==> src/rtl/sram_initiator_pkg.sv <==
// Shared types and width helpers for the SRAM request initiator.
package sram_initiator_pkg;

    typedef enum logic {
        CLEAR = 1'b0,
        RUN   = 1'b1
    } state_t;

    // Minimum of 1 bit so degenerate sizes still produce legal vectors.
    function automatic int width_of(input int n);
        return (n <= 2) ? 1 : $clog2(n);
    endfunction

endpackage

==> src/rtl/sram_initiator_rsp_fifo.sv <==
// Synchronous ring FIFO for read responses; head is visible combinationally, zero when empty.
// Push and pop may coincide at any occupancy; a push into a full FIFO is accepted only alongside a pop.
module rsp_fifo
    import sram_initiator_pkg::*;
#(
    parameter  int DEPTH      = 4,
    parameter  int DATA_WIDTH = 4,
    localparam int PTR_W      = width_of(DEPTH),
    localparam int CNT_W      = PTR_W + 1
) (
    input  logic                  clk,
    input  logic                  rstN,
    input  logic                  push,
    input  logic [DATA_WIDTH-1:0] din,
    input  logic                  pop,
    output logic [DATA_WIDTH-1:0] dout,
    output logic                  full,
    output logic                  empty,
    output logic [CNT_W-1:0]      count
);

    logic [DATA_WIDTH-1:0] mem [DEPTH];
    logic [PTR_W-1:0]      wr_ptr;
    logic [PTR_W-1:0]      rd_ptr;
    logic [CNT_W-1:0]      cnt;
    logic                  do_push;
    logic                  do_pop;

    assign empty   = (cnt == '0);
    assign full    = (cnt == CNT_W'(DEPTH));
    assign count   = cnt;
    assign do_pop  = pop && !empty;
    assign do_push = push && (!full || do_pop);
    assign dout    = empty ? '0 : mem[rd_ptr];

    always_ff @(posedge clk) begin
        if (!rstN) begin
            wr_ptr <= '0;
            rd_ptr <= '0;
            cnt    <= '0;
        end else begin
            if (do_push) wr_ptr <= wr_ptr + 1'b1;
            if (do_pop)  rd_ptr <= rd_ptr + 1'b1;
            case ({do_push, do_pop})
                2'b10:   cnt <= cnt + 1'b1;
                2'b01:   cnt <= cnt - 1'b1;
                default: cnt <= cnt;
            endcase
        end
    end

    // Storage needs no reset: occupancy alone decides what is visible.
    always_ff @(posedge clk) begin
        if (do_push) mem[wr_ptr] <= din;
    end

endmodule

==> src/rtl/sram_initiator.sv <==
// In-order read/write initiator for one sramRW port; read latency 2 (FALL_THROUGH=0) or 1, writes posted.
// reqReady derives from registered credit only, so buffered reads are never dropped; SRAM_CLEAR_ON_RESET_EN adds a zeroing sweep after reset.
module sram_initiator
    import sram_initiator_pkg::*;
#(
    parameter  int SIZE         = 16,
    parameter  int DATA_WIDTH   = 4,
    parameter  bit FALL_THROUGH = 1'b0,
    parameter  int RSP_DEPTH    = 4,
    localparam int ADDR_WIDTH   = width_of(SIZE)
) (
    input  logic                  clk,
    input  logic                  rstN,
    input  logic                  reqValid,
    output logic                  reqReady,
    input  logic                  reqWrite,
    input  logic [ADDR_WIDTH-1:0] reqAddr,
    input  logic [DATA_WIDTH-1:0] reqData,
    output logic                  rspValid,
    input  logic                  rspReady,
    output logic [DATA_WIDTH-1:0] rspData,
    output logic                  memEn,
    output logic                  memR,
    output logic                  memW,
    output logic [ADDR_WIDTH-1:0] memRAddr,
    output logic [ADDR_WIDTH-1:0] memWAddr,
    output logic [DATA_WIDTH-1:0] memIn,
    input  logic [DATA_WIDTH-1:0] memOut,
    output logic                  initDone
);

    localparam int CNT_W = width_of(RSP_DEPTH) + 1;

    logic                  init_done;
    logic [CNT_W-1:0]      credit;
    logic                  pend;
    logic                  acc;
    logic                  rd_acc;
    logic                  pop;
    logic                  push;
    logic                  fifo_full;
    logic                  fifo_empty;
    logic [CNT_W-1:0]      fifo_count;
    logic                  unused_fifo;
    logic                  clr_w;
    logic [ADDR_WIDTH-1:0] clr_addr;

    assign initDone = init_done;
    assign reqReady = init_done && (credit < CNT_W'(RSP_DEPTH));
    assign acc      = reqValid && reqReady;
    assign rd_acc   = acc && !reqWrite;
    assign rspValid = !fifo_empty;
    assign pop      = rspValid && rspReady;
    // Registered SRAM output lands one cycle after the strobe; combinational output lands immediately.
    assign push     = FALL_THROUGH ? rd_acc : pend;

`ifdef SRAM_CLEAR_ON_RESET_EN
    state_t                state;
    state_t                state_nxt;
    logic [ADDR_WIDTH-1:0] sweep;
    logic [ADDR_WIDTH-1:0] sweep_nxt;

    always_ff @(posedge clk) begin
        if (!rstN) begin
            state <= CLEAR;
            sweep <= '0;
        end else begin
            state <= state_nxt;
            sweep <= sweep_nxt;
        end
    end

    always_comb begin
        state_nxt = state;
        sweep_nxt = sweep;
        clr_w     = 1'b0;
        if (state == CLEAR && rstN) begin
            clr_w     = 1'b1;
            sweep_nxt = sweep + 1'b1;
            if (sweep == ADDR_WIDTH'(SIZE - 1)) state_nxt = RUN;
        end
    end

    assign clr_addr  = sweep;
    assign init_done = (state == RUN);
`else
    always_ff @(posedge clk) begin
        if (!rstN) init_done <= 1'b0;
        else       init_done <= 1'b1;
    end

    assign clr_w    = 1'b0;
    assign clr_addr = '0;
`endif

    always_ff @(posedge clk) begin
        if (!rstN) begin
            credit <= '0;
            pend   <= 1'b0;
        end else begin
            pend <= rd_acc && !FALL_THROUGH;
            case ({rd_acc, pop})
                2'b10:   credit <= credit + 1'b1;
                2'b01:   credit <= credit - 1'b1;
                default: credit <= credit;
            endcase
        end
    end

    always_comb begin
        memEn    = acc || clr_w;
        memW     = (acc && reqWrite) || clr_w;
        memR     = rd_acc;
        memRAddr = reqAddr;
        memWAddr = clr_w ? clr_addr : reqAddr;
        memIn    = clr_w ? '0 : reqData;
    end

    rsp_fifo #(
        .DEPTH      (RSP_DEPTH),
        .DATA_WIDTH (DATA_WIDTH)
    ) u_rsp_fifo (
        .clk   (clk),
        .rstN  (rstN),
        .push  (push),
        .din   (memOut),
        .pop   (pop),
        .dout  (rspData),
        .full  (fifo_full),
        .empty (fifo_empty),
        .count (fifo_count)
    );

    // Credit already bounds occupancy, so the FIFO's own status is informational.
    assign unused_fifo = &{1'b0, fifo_full, fifo_count};

endmodule
==> config.mk <==
export PLATFORM = sky130hd
export DESIGN_NAME = sram_initiator
export DESIGN_NICKNAME = d
export VERILOG_FILES = /design/src/rtl/sram_initiator_pkg.sv /design/src/rtl/sram_initiator_rsp_fifo.sv /design/src/rtl/sram_initiator.sv
export SDC_FILE = /design/constraint.sdc
export NUM_CORES = 1
export LEC_CHECK = 0
export CAP_MARGIN = 20
export CORE_UTILIZATION = 35
export CTS_CLUSTER_DIAMETER = 30
export DETAILED_ROUTE_END_ITERATION = 7
export PLACE_DENSITY_LB_ADDON = 0.08
export SETUP_SLACK_MARGIN = 0.15
export SLEW_MARGIN = 0
export SYNTH_ARGS = -nofsm -noshare
export SYNTH_HDL_FRONTEND = slang
export SYNTH_HIERARCHICAL = 1
export SYNTH_SLANG_ARGS = --single-unit
==> constraint.sdc <==
create_clock -name clk -period 2.6 [get_ports clk]
set_input_delay 0.52 -clock clk [delete_from_list [all_inputs] [get_ports clk]]
set_output_delay 0.52 -clock clk [all_outputs]
set_load 0.005 [all_outputs]
# Word level (Yosys, flattened, before mapping)
# Memories as Yosys holds them, arrays and structs flattened. A register that Yosys moved wholly into a read port is not among the register bits.
# Index checks and enable logic that the tools add are counted.
op_classes:
  addsub: 6
  n_lt_le_gt_ge: 1
  n_eq_ne: 5
  n_mux: 8
  n_reduce_logical: 14
ops:
  columns: ["cell", "n"]
  rows:
  - ["$pmux 3 s2", 2]
  - ["$logic_and 1x1->1", 7]
  - ["$add 3x1->3 const B", 2]
  - ["$sub 3x1->3 const B", 2]
  - ["$add 2x1->2 const B", 2]
  - ["$eq 2x1->1 const B", 2]
  - ["$eq 2x2->1 const B", 2]
  - ["$mux 2", 2]
  - ["$mux 4", 1]
  - ["$reduce_bool 2->1", 2]
  - ["$eq 3x3->1 const B", 1]
  - ["$logic_not 1->1", 3]
  - ["$logic_not 3->1", 1]
  - ["$lt 3x3->1 const B", 1]
  - ["$mux 1", 3]
  - ["$logic_or 1x1->1", 1]
totals:
  regBits: 12
  mem_bits_rw: 16
  input_bits: 17
  out_inout_bits: 22
  wordCells: 41
  memories: 1
memory_table:
  columns: ["memory", "depth", "width", "read_ports", "rd_clocked_by_memory_dff", "write_ports", "line_no", "source"]
  rows:
  - ["u_rsp_fifo.mem", 4, 4, 1, 1, 1, "sram_initiator_rsp_fifo.sv:22", "logic [DATA_WIDTH-1:0] mem [DEPTH];"]

# Depth between registers and ports, before layout
# Gate-level depths: netlist of the first run.
logic_depth:
  depth_word: 8
  ltp_mapped: 10
  ltp_nobuf: 9

# Cells and area by module
# Netlist of the first run, hierarchy kept.
modules_own_cells:
  columns: ["module", "n_inst", "cells_per_inst", "area_per_inst_um2", "seq_area_each_um2"]
  rows:
  - ["rsp_fifo", 1, 92, 1169.9, 660.6]
  - ["sram_initiator", 1, 39, 346.6, 100.1]

# Worst setup path before layout of the first run
# OpenSTA, ideal clock, no wires.
synth_path:
  kind: "register to register"
  start: "register u_rsp_fifo.cnt[2], in the netlist u_rsp_fifo/count[2]"
  end: "register u_rsp_fifo.cnt[2], in the netlist u_rsp_fifo/count[2]"
  setup_time_ns: 0.074
  t_arrival_ns: 2.118
  required_time_ns: 2.526
  slack_ns: 0.408
  stages_incl_launch_ff: 11
  n_path_buf: 2
  period_less_slack_ns: 2.192
  path_cell_list: "dfxtp_1 > buf_2 > nor3_1 > nor2b_1 > buf_2 > o31ai_1 > nand2b_1 > fa_1 > nand3b_1 > or3_1 > a31oi_1"
synth_via:
  elab_chain_len: 8
  elab_cells_between_ends: 14
  classes_between: "add/sub (2); eq/ne (3); mux (1); reduce/logical (8)"
synth_lines:
  columns: ["element", "line_no", "source"]
  rows:
  - ["start: declaration", "sram_initiator_rsp_fifo.sv:25", "logic [CNT_W-1:0] cnt;"]
  - ["start signal: assignment", "sram_initiator_rsp_fifo.sv:45", "2'b10: cnt <= cnt + 1'b1;"]
  - ["start signal: assignment", "sram_initiator_rsp_fifo.sv:46", "2'b01: cnt <= cnt - 1'b1;"]
  - ["start signal: assignment", "sram_initiator_rsp_fifo.sv:47", "default: cnt <= cnt;"]
  - ["$logic_not 3->1 (*)", "sram_initiator_rsp_fifo.sv:29", "assign empty = (cnt == '0);"]
  - ["via fifo_empty", "sram_initiator.sv:42", "logic fifo_empty;"]
  - ["$logic_not 1->1 (*)", "sram_initiator.sv:52", "assign rspValid = !fifo_empty;"]
  - ["$logic_and 1x1->1 (*)", "sram_initiator.sv:53", "assign pop = rspValid && rspReady;"]
  - ["via pop", "sram_initiator.sv:39", "logic pop;"]
  - ["$logic_and 1x1->1 (*)", "sram_initiator_rsp_fifo.sv:32", "assign do_pop = pop && !empty;"]
  - ["$logic_or 1x1->1", "sram_initiator_rsp_fifo.sv:33", "assign do_push = push && (!full || do_pop);"]
  - ["$logic_and 1x1->1", "sram_initiator_rsp_fifo.sv:33", null]
  - ["$eq 2x1->1 or $eq 2x2->1 (tied branches)", "sram_initiator_rsp_fifo.sv:44", "case ({do_push, do_pop})"]
  - ["$pmux 3 s2 or $reduce_bool 2->1 (tied branches)", null, null]
# Mark *: on every way through the listed nets, which the timed path passes. The rest lies on a longest branch.
# A chain may end at the register's enable or synchronous reset.

# Final worst setup path of the first run
layout_path:
  start: "input port reqValid"
  end: "output port memR"
layout_via:
  elab_chain_len: 2
layout_lines:
  columns: ["element", "line_no", "source"]
  rows:
  - ["start: declaration", "sram_initiator.sv:14", "input logic reqValid,"]
  - ["$logic_and 1x1->1", "sram_initiator.sv:50", "assign acc = reqValid && reqReady;"]
  - ["$logic_and 1x1->1", "sram_initiator.sv:51", "assign rd_acc = acc && !reqWrite;"]
  - ["end: declaration", "sram_initiator.sv:23", "output logic memR,"]
# Every way passes these cells.

==> tab_implementation.tex, run 1 <==
\begin{tabular}{lr}
\hline
Metric & Value \\
\hline
\multicolumn{2}{l}{\textbf{Power and ir drop}} \\
Peak supply drop & between 0.0003 and 0.0004 V \\
Areal power density over the cells & about 560 nW/µm² \\
Pleak & around 0.62 nW \\
Pwr Total & 0.000992 W \\
\multicolumn{2}{l}{\textbf{Yosys}} \\
Syn\_area\_per\_cell & $\sim$12 µm² \\
Post-synth design cell area & about 1500 µm² \\
Number of warnings issued by yosys & 6 \\
Net count after synthesis & approximately 150 \\
Cells after synthesis & 130 \\
\multicolumn{2}{l}{\textbf{Clock tree}} \\
Clock transition at the registers of the reported paths & 0.06 ns \\
Maximum buffer depth of the clock tree & 2 \\
Clk Latency, worst-skew pair & about 0.28 ns \\
Total CTS buffers & 5 \\
\# clock sinks & 30 \\
Post-cts sizing count & 0 \\
H-tree depth & 2 \\
TritonCTS clock tree & yes \\
Library cell used as clock root buffer & clkbuf\_8 \\
Setup bufs post-CTS & 0 \\
Hold-fix buffer count after cts & 0 \\
\multicolumn{2}{l}{\textbf{Global routing}} \\
Initial antenna violation count & 0 \\
Met2 usage in global routing & around 22\% \\
Met1 usage & roughly 15\% \\
Met3 demand-to-capacity share in global routing & under 10\% \\
Wire length of the first global-routing pass & $\sim$4400 µm \\
Remaining global-route overflow & 0 \\
Overall global routing resource usage & between 10\% and 20\% \\
Most utilized layer in the global route result & met2 \\
Vias in the first global route & $\sim$950 \\
Largest net degree at the start of global routing & 16 \\
\multicolumn{2}{l}{\textbf{Route}} \\
Per-cell routed wire length & roughly 14 µm \\
Vias per std cell & between 4 and 5 \\
DRC Markers & 0 \\
Routed vias & between 900 and 1000 \\
Total Routed Length & $\sim$2700 µm \\
Iteration-0 DRC count of the detailed router & between 50 and 60 \\
TritonRoute pass-1 iters & 4 \\
Antenna-violating nets left & 0 \\
\multicolumn{2}{l}{\textbf{Die}} \\
Area enclosed by the die boundary & 4580 µm² \\
Chip Height & $\sim$68 µm \\
Number of standard-cell rows in the floorplan & 23 \\
Starting utilization of the core area & between 30\% and 40\% \\
Count of pins on the block boundary & 39 \\
Area inside the core boundary & between 4000 and 5000 µm² \\
Die extent in x & 67.7 µm \\
\multicolumn{2}{l}{\textbf{Worst setup path}} \\
WP data required & between 2 and 2.5 ns \\
Arrival time at the worst endpoint & $\sim$1.8 ns \\
Worst Setup Start Kind & input pin \\
Critical path class & input pin to output port \\
Critical path capture point type & output port \\
Highest net fanout along the worst path & 3 \\
\multicolumn{2}{l}{\textbf{Timing}} \\
Total setup violations reported at the end of the flow & 0 \\
Final Hold Fails & 0 \\
Slew headroom & between 60\% and 70\% \\
Portion of the clock cycle consumed by the worst path in the final layout & between 90\% and 100\% \\
Aggregate negative setup slack & 0 ns \\
Highest attainable clock frequency & roughly 430 MHz \\
Slew at the pin closest to its max-slew limit & $\sim$0.45 ns \\
Worst hold slack after final layout & approximately 0.51 ns \\
Unrepaired setup endpoints after global routing & false \\
Layout Skew & 0.00771 ns \\
Number of pins with negative max-slew slack in the final report & 0 \\
Shortest clock period the worst path allows after layout & approximately 2.4 ns \\
\multicolumn{2}{l}{\textbf{Outcome}} \\
Result of the run & finished, final reports clean \\
\multicolumn{2}{l}{\textbf{Finish}} \\
Footprint of the multi-input gates & 584 µm² \\
Antenna diode instance count & 0 \\
Sequential cell area & around 760 µm² \\
Post-layout net count & around 170 \\
Area added between synthesis and finish & 17.2\% \\
Share of final-layout standard cells stronger than drive strength 1 & a little over an eighth \\
Number of filler instances in the final layout & approximately 390 \\
Non-Filler Instances & around 190 \\
\multicolumn{2}{l}{\textbf{Job}} \\
Reported max-cap violation count & 0 \\
\multicolumn{2}{l}{\textbf{Place}} \\
Final RePlAce weighted congestion & between 0.7 and 0.8 \\
Buffers added on ports & 18 \\
\# placed instances & between 150 and 200 \\
Detailed-placement wirelength estimate & around 1900 µm \\
\multicolumn{2}{l}{\textbf{Min path}} \\
HP Class & flop to flop \\
\hline
\end{tabular}
## report_power, final
group / leakage, nW / total [W] / internal [W] / switching, W
logic: 0.309 / 0.0000431 / 0.0000263 / 0.0000168
registers: 0.258 / 0.000507 / 0.000503 / 0.00000366
clock network: 0.0528 / 0.000442 / 0.000282 / 0.000160
## routing by layer
layer	up-vias	share of wire, %
li1	464	-
met1	434	43
met2	30	47
met3	14	7.0
met4	0	2.5
met5	-	0
## cell usage in the layout, fill, tap and decap left out, types with 2 or more instances in the layout
cell	n
xor2_1	4
nor2_1	5
dfxtp_1	13
o21ai_0	5
nand3_1	4
clkbuf_8	5
nand2b_1	2
clkdlybuf4s50_1	18
and3_1	4
xnor2_1	2
a21oi_1	4
buf_4	4
and2_1	4
ha_1	5
fa_1	2
nand2_1	2
or3_1	2
inv_1	12
nor2b_1	6
o211ai_1	2
mux4_2	4
edfxtp_1	16
## path summary, 6_finish.rpt
kind | slack (ns) | cells after the start | end | start
worst min register to register | 0.51 | 2 | credit[2] | credit[2]
worst max-delay path | 0.25 | 4 | memR | reqValid
worst max register to register | 0.34 | 8 | credit[2] | u_rsp_fifo/count[2]
worst min-delay path | 0.51 | 2 | credit[2] | credit[2]
## stage by stage
| stage | utilization, % | setup WS, ns | area [µm²] |
|---|---|---|---|
| final | 43.6 | 0.247 | 1770 |
| after global routing | 43.6 | 0.164 | 1770 |
| after CTS | 43.6 | 0.152 | 1770 |
| after detailed placement | 41.0 | -0.0186 | 1660 |
| after global placement | 41.0 | 0.0129 | 1660 |
| after floorplan | - | 0.412 | 1510 |
## worst max-delay path: stages
cell and delay, ns:
clkdlybuf4s50_1 0.44, and3b_1 0.19, nor2b_4 0.16, clkdlybuf4s50_1 0.51
## sequential cells by signal, summed over array words and instances, names as in the netlist, named ones only
name and flops:
u_rsp_fifo/mem 16, u_rsp_fifo/count 3, u_rsp_fifo/wr_ptr 2, pend 1
u_rsp_fifo/rd_ptr 2, credit 3, initDone 1
## layout make-up
type / instances / area share (%)
flip-flops and latches: 30 / 43.0
multi-input cells: 71 / 33.0
repair buffers: 22 / 11.9
clock buffers: 6 / 4.10
well taps: 50 / 3.53
inverters: 12 / 2.54
clock inverters: 2 / 1.91
Note: power is estimated with default switching activity, not from simulation.
==> run 2: changes to the inputs <==
CELL_PAD_IN_SITES_DETAIL_PLACEMENT = 1   (was not set)
CELL_PAD_IN_SITES_GLOBAL_PLACEMENT = 2   (was not set)
CORE_UTILIZATION = 31   (was 35)
PLACE_DENSITY_LB_ADDON = 0.1   (was 0.08)
==> tab_implementation.tex, run 2 (synthesized netlist as in run 1, its figures left out) <==
\begin{tabular}{lr}
\hline
Metric & Value \\
\hline
\multicolumn{2}{l}{\textbf{Timing}} \\
Portion of the clock cycle consumed by the worst path in the final layout & 90.2\% (-0.29 points) \\
Slew headroom & 68.1\% (-1.8 points) \\
Highest attainable clock frequency & 426 MHz (+0.32\%) \\
Layout Skew & 0.00131 ns (-0.00640 ns) \\
Total setup violations reported at the end of the flow & 0 (unchanged) \\
Unrepaired setup endpoints after global routing & false \\
Final Hold Fails & 0 (unchanged) \\
Shortest clock period the worst path allows after layout & 2.35 ns (-0.00744 ns) \\
Number of pins with negative max-slew slack in the final report & 0 (unchanged) \\
Worst-case setup margin in the final layout & 0.255 ns (+0.00744 ns) \\
Slew at the pin closest to its max-slew limit & 0.478 ns (+0.0273 ns) \\
\multicolumn{2}{l}{\textbf{Worst setup path}} \\
Critical path capture point type & output port \\
Highest net fanout along the worst path & 3 (unchanged) \\
Delay of the slowest cell on the worst path & 0.50 ns (about the same) \\
Dominant cell type by count on the critical path & clkdlybuf4s50\_1 \\
Arrival time at the worst endpoint & 1.83 ns (about the same) \\
WP data required & 2.08 ns (about the same) \\
Critical path class & input pin to output port \\
Series of cell instances along the critical path & clkdlybuf4s50\_1 > and3b\_1 > nor2b\_4 > clkdlybuf4s50\_1 \\
Worst Setup Start Kind & input pin \\
Cell with the largest stage delay on the worst path & clkdlybuf4s50\_1 \\
\multicolumn{2}{l}{\textbf{Route}} \\
Vias per std cell & 4.76 (-2.4\%) \\
Per-cell routed wire length & 14.4 µm (+4.4\%) \\
Iteration-0 DRC count of the detailed router & 78 (+44\%) \\
TritonRoute pass-1 iters & 4 (unchanged) \\
Routed vias & 948 (+0.64\%) \\
DRC Markers & 0 (unchanged) \\
Antenna-violating nets left & 0 (unchanged) \\
Total Routed Length & 2860 µm (+7.6\%) \\
\multicolumn{2}{l}{\textbf{Finish}} \\
Share of final-layout standard cells stronger than drive strength 1 & 14.5\% (+1.2 points) \\
Antenna diode instance count & 0 (unchanged) \\
Area added between synthesis and finish & 16.9\% \\
Commonest non-fill, non-tap cell in the layout & clkdlybuf4s50\_1 \\
Sequential cell area & 762 µm² (unchanged) \\
Top library cells by usage in the layout, fill and taps aside & 18 x clkdlybuf4s50\_1, 16 x edfxtp\_1, 13 x dfxtp\_1 \\
Post-layout net count & 168 (+1.2\%) \\
Footprint of the multi-input gates & 584 µm² (unchanged) \\
Number of filler instances in the final layout & 523 (+35\%) \\
Largest register FFs & 16 (unchanged) \\
Register name with the most flops & u\_rsp\_fifo/mem \\
Final core area utilization & 37.6\% (-6.0 points) \\
\multicolumn{2}{l}{\textbf{Outcome}} \\
Result of the run & finished, final reports clean \\
\multicolumn{2}{l}{\textbf{Clock tree}} \\
Post-cts sizing count & 0 (unchanged) \\
Clock transition at the registers of the reported paths & 0.06 ns (about the same) \\
H-tree depth & 2 (unchanged) \\
Library cell used as clock root buffer & clkbuf\_8 \\
Clk Latency, worst-skew pair & 0.27 ns (about the same) \\
\# clock sinks & 30 (unchanged) \\
TritonCTS clock tree & yes \\
Total CTS buffers & 5 (unchanged) \\
Maximum buffer depth of the clock tree & 2 (unchanged) \\
Setup bufs post-CTS & 0 (unchanged) \\
Hold-fix buffer count after cts & 0 (unchanged) \\
\multicolumn{2}{l}{\textbf{Die}} \\
Die extent in x & 71.8 µm (+6.1\%) \\
Chip Height & 71.8 µm (+6.1\%) \\
Area enclosed by the die boundary & 5150 µm² (+13\%) \\
Number of standard-cell rows in the floorplan & 25 (+8.7\%) \\
Area inside the core boundary & 4690 µm² (+16\%) \\
Count of pins on the block boundary & 39 (unchanged) \\
Starting utilization of the core area & 32.2\% (-5.0 points) \\
\multicolumn{2}{l}{\textbf{Place}} \\
Buffers added on ports & 18 (unchanged) \\
Detailed-placement wirelength estimate & 2150 µm (+15\%) \\
Post-placement worst setup slack & -0.00742 ns (+0.0112 ns) \\
Final RePlAce weighted congestion & 0.781 (+5.4\%) \\
\multicolumn{2}{l}{\textbf{Power and ir drop}} \\
Comb power frac & 4.9\% (+0.6 points) \\
Pint & 0.000713 W (-12\%) \\
Peak supply drop & 0.000202 V (-36\%) \\
Pwr Total & 0.000904 W (-8.9\%) \\
Share of power burned in registers & 56.1\% (+5.0 points) \\
Areal power density over the cells & 512 nW/µm² (-8.6\%) \\
Pleak & 0.621 nW (+0.11\%) \\
Sw Pwr & 0.000191 W (+5.7\%) \\
Clock power share & 39.1\% (-5.5 points) \\
Net Sw Frac & 21.1\% (+2.9 points) \\
\multicolumn{2}{l}{\textbf{Global routing}} \\
Initial antenna violation count & 0 (unchanged) \\
Remaining global-route overflow & 0 (unchanged) \\
Largest net degree at the start of global routing & 16 (unchanged) \\
Vias in the first global route & 971 (+2.1\%) \\
Overall global routing resource usage & 12.4\% (-1.2 points) \\
Wire length of the first global-routing pass & 4690 µm (+7.3\%) \\
\multicolumn{2}{l}{\textbf{Job}} \\
Reported max-cap violation count & 0 (unchanged) \\
\multicolumn{2}{l}{\textbf{Min path}} \\
HP Class & flop to flop \\
\hline
\end{tabular}
-- run 2: worst paths after layout --
path | startpoint | end | slack (ns) | depth (start not counted)
setup reg to reg | u_rsp_fifo/count[2] | credit[2] | 0.34 | 9
hold reg to reg | credit[2] | credit[2] | 0.52 | 2
hold / removal | credit[2] | credit[2] | 0.52 | 2
setup / recovery | reqValid | memR | 0.25 | 4
-- run 2: per-layer routing --
layer  wire length (µm)  vias up  part of all wire [%]  GRT usage (%)
met4                 42        0                   1.5           6.97
met1               1250      450                    44           13.8
li1                   -      464                     -              -
met3                149        6                   5.2           4.64
met2               1420       28                    50           20.5
met5                  0        -                     0              0
-- run 2: power by group through the flow --
stage,combinational [W],clock [W],sequential [W]
6_report,0.0000439,0.000353,0.000507
5_1_grt,0.0000481,0.000394,0.000507
4_1_cts,0.0000450,0.000364,0.000507
3_5_place_dp,0.0000445,0,0.000517
3_3_place_gp,0.0000438,0,0.000517
2_1_floorplan,0.0000325,0,0.000516
-- run 2: final cells by class --
cell class,count,share of cell area (%)
flip-flops and latches,30,43.2
multi-input cells,71,33.1
repair buffers,24,12.8
clock buffers,6,4.11
well taps,54,3.83
inverters,12,2.55
clock inverters,2,0.496
-- run 2: through the flow --
stage                     instance area [µm²]  setup TNS (ns)  cells  hold WS [ns]
final                                    1770               0    199         0.515
after floorplan                          1510               0    130         0.466
after global placement                   1680               0    191         0.505
after global routing                     1770               0    199         0.542
after detailed placement                 1680        -0.00742    191         0.505
after CTS                                1760               0    199         0.521
-- run 2: worst max-delay path, delay by kind of cell --
kind	cells	cell delay (ns)
simple gates	2	0.36
buf+inv	2	0.94
